### src/rtl/pipe_ctrl_pkg.sv
// Shared pipeline-control types and constants for the hazard detection unit.
package pipe_ctrl_pkg;

    typedef enum logic [1:0] {
        RUN    = 2'd0,
        LSTALL = 2'd1
    } hdu_state_t;

    localparam logic [4:0] REG_X0         = 5'd0;
    localparam int         MAX_LOAD_STALL = 3;
    localparam int         REMAIN_W       = 2;

    // True when an enabled source register names the given destination.
    function automatic logic regMatch(input logic used, input logic [4:0] src,
                                      input logic [4:0] dst);
        return used && (src == dst);
    endfunction

endpackage

### src/rtl/sat_counter.sv
// Up-counter that sticks at all-ones instead of wrapping; cleared by reset.
module sat_counter #(
    parameter int WIDTH = 16
) (
    input  logic             clk_i,
    input  logic             rst_i,
    input  logic             inc_i,
    output logic [WIDTH-1:0] count_o
);

    always_ff @(posedge clk_i) begin
        if (rst_i) begin
            count_o <= '0;
        end else if (inc_i && (count_o != {WIDTH{1'b1}})) begin
            count_o <= count_o + 1'b1;
        end
    end

endmodule

### src/rtl/hazard_detect_unit.sv
// Load-use / redirect / memory-busy hazard control for a 5-stage RISC-V pipeline.
// All control outputs are combinational from inputs and the stall FSM.
module hazard_detect_unit
    import pipe_ctrl_pkg::*;
#(
    parameter int LOAD_STALL_CYCLES = 1,
    parameter int CNT_W             = 16
) (
    input  logic             clk_i,
    input  logic             rst_i,
    input  logic [4:0]       id_rs1_i,
    input  logic [4:0]       id_rs2_i,
    input  logic             id_rs1_used_i,
    input  logic             id_rs2_used_i,
    input  logic [4:0]       ex_rd_i,
    input  logic             ex_memread_i,
    input  logic             ex_redirect_i,
    input  logic             mem_busy_i,
    output logic             hazard_o,
    output logic             pc_write_o,
    output logic             ifid_write_o,
    output logic             ifid_flush_o,
    output logic             freeze_o,
    output logic [CNT_W-1:0] stall_cnt_o,
    output logic             busy_o
);

    // Out-of-range depths are clamped into 1..MAX_LOAD_STALL.
    localparam int STALL_DEPTH = (LOAD_STALL_CYCLES < 1) ? 1 :
                                 (LOAD_STALL_CYCLES > MAX_LOAD_STALL) ? MAX_LOAD_STALL :
                                 LOAD_STALL_CYCLES;
    localparam logic [REMAIN_W-1:0] STALL_RELOAD = REMAIN_W'(STALL_DEPTH - 1);
    localparam logic                MULTI_STALL  = (STALL_DEPTH > 1);

    hdu_state_t          state;
    logic [REMAIN_W-1:0] remaining;
    logic                luHit;

    always_comb begin
        luHit = ex_memread_i && (ex_rd_i != REG_X0) &&
                (regMatch(id_rs1_used_i, id_rs1_i, ex_rd_i) ||
                 regMatch(id_rs2_used_i, id_rs2_i, ex_rd_i));
    end

    // Priority: reset > memory busy > redirect > load-use stall > normal flow.
    always_comb begin
        hazard_o     = 1'b0;
        pc_write_o   = 1'b1;
        ifid_write_o = 1'b1;
        ifid_flush_o = 1'b0;
        freeze_o     = 1'b0;
        if (rst_i) begin
            hazard_o     = 1'b1;
            ifid_flush_o = 1'b1;
            pc_write_o   = 1'b0;
            ifid_write_o = 1'b0;
        end else if (mem_busy_i) begin
            freeze_o     = 1'b1;
            pc_write_o   = 1'b0;
            ifid_write_o = 1'b0;
        end else if (ex_redirect_i) begin
            hazard_o     = 1'b1;
            ifid_flush_o = 1'b1;
        end else if ((state == LSTALL) || luHit) begin
            hazard_o     = 1'b1;
            pc_write_o   = 1'b0;
            ifid_write_o = 1'b0;
        end
    end

    assign busy_o = !rst_i && (state != RUN);

    // A frozen cycle holds both state and remaining so the bubble count is preserved.
    always_ff @(posedge clk_i) begin
        if (rst_i) begin
            state     <= RUN;
            remaining <= '0;
        end else if (mem_busy_i) begin
            state     <= state;
            remaining <= remaining;
        end else if (ex_redirect_i) begin
            state     <= RUN;
            remaining <= '0;
        end else begin
            case (state)
                RUN: begin
                    if (luHit && MULTI_STALL) begin
                        state     <= LSTALL;
                        remaining <= STALL_RELOAD;
                    end
                end
                LSTALL: begin
                    if (remaining <= REMAIN_W'(1)) begin
                        state     <= RUN;
                        remaining <= '0;
                    end else begin
                        remaining <= remaining - 1'b1;
                    end
                end
                default: begin
                    state     <= RUN;
                    remaining <= '0;
                end
            endcase
        end
    end

    sat_counter #(
        .WIDTH(CNT_W)
    ) u_stall_cnt (
        .clk_i  (clk_i),
        .rst_i  (rst_i),
        .inc_i  (!pc_write_o),
        .count_o(stall_cnt_o)
    );

endmodule

### config.mk
export PLATFORM = sky130hd
export DESIGN_NAME = hazard_detect_unit
export DESIGN_NICKNAME = d
export VERILOG_FILES = /design/src/rtl/pipe_ctrl_pkg.sv /design/src/rtl/sat_counter.sv /design/src/rtl/hazard_detect_unit.sv
export SDC_FILE = /design/constraint.sdc
export NUM_CORES = 1
export LEC_CHECK = 0
export ABC_CLOCK_PERIOD_IN_PS = 3820
export CORE_MARGIN = 3
export CORE_UTILIZATION = 40
export CTS_CLUSTER_SIZE = 30
export DETAILED_ROUTE_END_ITERATION = 8
export GPL_ROUTABILITY_DRIVEN = 0
export PLACE_DENSITY = 0.76
export SYNTH_ARGS = -nofsm -noshare
export SYNTH_HDL_FRONTEND = slang
export SYNTH_SLANG_ARGS = --single-unit
### constraint.sdc
create_clock -name clk_i -period 3.82 [get_ports clk_i]
set_input_delay 0.764 -clock clk_i [delete_from_list [all_inputs] [get_ports clk_i]]
set_output_delay 0.764 -clock clk_i [all_outputs]
set_load 0.01 [all_outputs]
==> impl_metrics.csv <==
group,metric,value,unit
timing,worst_pin_slew,0.781,ns
clock_network,path_clk_slew,0.10,ns
die,rows,18,
hold_path,hold_class,"flip-flop to flip-flop",
place,io_buffers,42,
global_routing,antenna_found_initial,0,
clock_network,postCtsSetupBuffers,0,
cells_and_area,drive_gt1_share,11.1,%
critical_path,cp.arrival,2.95,ns
cells_and_area,syn_to_final_growth,46.3,%
power,p_total,0.368,mW
detailed_routing,drt-initial-drc-count,15,
critical_path,critPathMaxFanout,4,
timing,fin_crit_sh,97.2,%
critical_path,required,3.06,ns
clock_network,cts_hold_buf,0,
flow_run,drv_cap,0,
global_routing,grt_util_all_layers,19.5,%
critical_path,cp-start-kind,"input port",
detailed_routing,wl,3.08,mm
place,postPlaceCellArea,0.00150,mm^2
cells_and_area,seq_area,320,um^2
critical_path,r2r_slack,1.51,ns
clock_network,cts_tree,"built",
clock_network,h-tree-depth,1,
timing,fmax,269,MHz
logic_synthesis,synthFlopType,"dfxtp_1",
power,cellLeakagePower,0.519,nW
clock_network,cts_buffers,3,
place,post-dp-hpwl,2.38,mm
die,coreArea,0.00250,mm^2
power,ir_worst_vdd,0.183,mV
critical_path,cp-end-kind,"output pin",
logic_synthesis,synth_top_cell_by_area,"dfxtp_1",
logic_synthesis,synth_common_cells,"16 x dfxtp_1, 11 x nor2_1, 10 x xnor2_1",
status,status,"finished clean",
cells_and_area,largest_registers,"u_stall_cnt.count_o: 16 flops",
critical_path,crit_type,"input port to output pin",
cells_and_area,utilization,61.9,%
timing,fin_skew,0.00581,ns
die,die-area,0.00330,mm^2
cells_and_area,final_cell_area,0.00155,mm^2
global_routing,grt_pass1_vias,1081,
timing,rsz0062_at_grt,"false",
cells_and_area,largest_reg_flops,16,
global_routing,grt_max_degree,22,
cells_and_area,multi_input_area,682,um^2
detailed_routing,drc_errors,0,
logic_synthesis,synthCells,127,
timing,worst_slew_margin_rel,47.5,%
detailed_routing,dr_total_vias,1109,
logic_synthesis,ys_types,36,
cells_and_area,largest-register,"u_stall_cnt.count_o",
logic_synthesis,synth_area,0.00106,mm^2
timing,finalSetupViolCount,0,
clock_network,clock-sinks,16,
logic_synthesis,synth.net_count,150,
logic_synthesis,ys_warn_count,0,
die,die_h,57.4,um
global_routing,grt_pass1_wl,5.02,mm
logic_synthesis,synthTopCellsByArea,"dfxtp_1 30%, xnor2_1 8.3%, mux2_4 5.7%",
logic_synthesis,yosysSeqAreaShare,30.3,%
timing,setup_tns,0,ns
logic_synthesis,synth_edf_count,0,
logic_synthesis,yosysMostFrequentCell,"dfxtp_1",
timing,period_needed,3.71,ns
timing,slew_violations,0,
die,io_pins,44,
logic_synthesis,async_flop_share,0,%
detailed_routing,vias_per_cell,5.52,
logic_synthesis,synthDominantCellAreaShare,30.3,%
power,power.density,238,mW/mm^2
cells_and_area,antennaDiodeCount,0,
detailed_routing,firstDrtPassIters,4,
cells_and_area,nNetsFinal,195,
die,start_util,42.3,%
clock_network,clock_path_buffers,2,
cells_and_area,fill_cells,216,
detailed_routing,wl_per_cell,15.3,um
global_routing,grt_overflow,0,
logic_synthesis,synth_seq_cells,16,
clock_network,worstSkewPairLatency,0.29,ns
clock_network,cts-resized-gates,0,
detailed_routing,ant_nets,0,
timing,hold_violations,0,
logic_synthesis,avgSynthCellArea,8.32,um^2
clock_network,root_buffer,"clkbuf_4",
die,die_w,57.4,um
logic make-up (layout without fill, tap and decap cells):
logic type      after synthesis  count (layout)  share of synthesized area (%)
compound gates               26              26                           15.7
xor+xnor                     10              10                           8.28
fa+ha+maj                     1               1                           1.18
buf+inv                      10              54                           5.80
flops                        16              16                           30.3
mux                           6               6                           7.81
other cells                   1               1                          0.355
simple gates                 57              57                           30.5
worst paths after layout:
| kind | startpoint | endpoint | depth (start not counted) |
|---|---|---|---|
| max | ex_rd_i[3] | ifid_write_o | 7 |
| min | u_stall_cnt.count_o[9]$_SDFFE_PP0P_ | u_stall_cnt.count_o[9]$_SDFFE_PP0P_ | 2 |
| max reg2reg | u_stall_cnt.count_o[2]$_SDFFE_PP0P_ | u_stall_cnt.count_o[7]$_SDFFE_PP0P_ | 6 |
| min reg2reg | u_stall_cnt.count_o[9]$_SDFFE_PP0P_ | u_stall_cnt.count_o[9]$_SDFFE_PP0P_ | 2 |
placed cells by master, fill, tap and decap left out:
master and instances:
mux2_1 1, nor3b_1 1, nand4_1 5, xnor2_1 10, a211o_1 1, o22ai_2 1, o21ai_0 2, a311oi_1 1
dfxtp_1 16, mux2_2 1, ha_1 1, mux2_4 4, clkdlybuf4s50_1 42, conb_1 1, nand2_1 9, nand3_1 6
nor2b_1 6, inv_1 2, o21ai_1 1, a21o_1 2, and4_1 3, or3_1 2, o31ai_1 7, clkbuf_4 3
or4_1 7, or2_2 1, buf_4 5, clkbuf_8 1, a21oi_1 9, nor2_1 11, clkinv_2 1, nor4_1 3
o21ai_2 1, a31oi_1 1, nor3_1 2, nor4b_2 1
worst max-delay path, cell delays in order:
cell and delay [ns]:
clkdlybuf4s50_1 0.47, or4_1 0.50, o21ai_2 0.16, nor2_1 0.08
a211o_1 0.36, clkinv_2 0.08, clkdlybuf4s50_1 0.53
routing by layer:
metal	up-vias	GRT usage, %	routed length (um)
li1	556	-	-
met1	524	23.6	1320
met2	22	34.0	1630
met3	7	3.39	80
met4	0	7.62	60
met5	-	0	0
area by class of cell:
class	instances	share of cell area, %
Sequential cell	16	20.7
Multi-Input combinational cell	101	44.1
Tap cell	30	2.43
Inverter	3	0.809
Clock buffer	4	2.35
Timing Repair Buffer	47	29.6
stage by stage:
stage | instances | setup WS [ns] | hold WS (ns)
floorplan | 127 | 0.808 | 0.504
global placement | 197 | 0.157 | 0.486
finish | 201 | 0.107 | 0.515
detailed placement | 197 | 0.124 | 0.497
global route | 201 | 0.0357 | 0.560
CTS | 201 | 0.111 | 0.515
power breakdown:
group | leakage (nW) | switching (mW) | internal, mW | total [mW]
clock network | 0.0210 | 0.0598 | 0.0580 | 0.118
registers | 0.129 | 0.00342 | 0.169 | 0.173
logic | 0.369 | 0.0328 | 0.0452 | 0.0780
(Power assumes the default switching activity.)
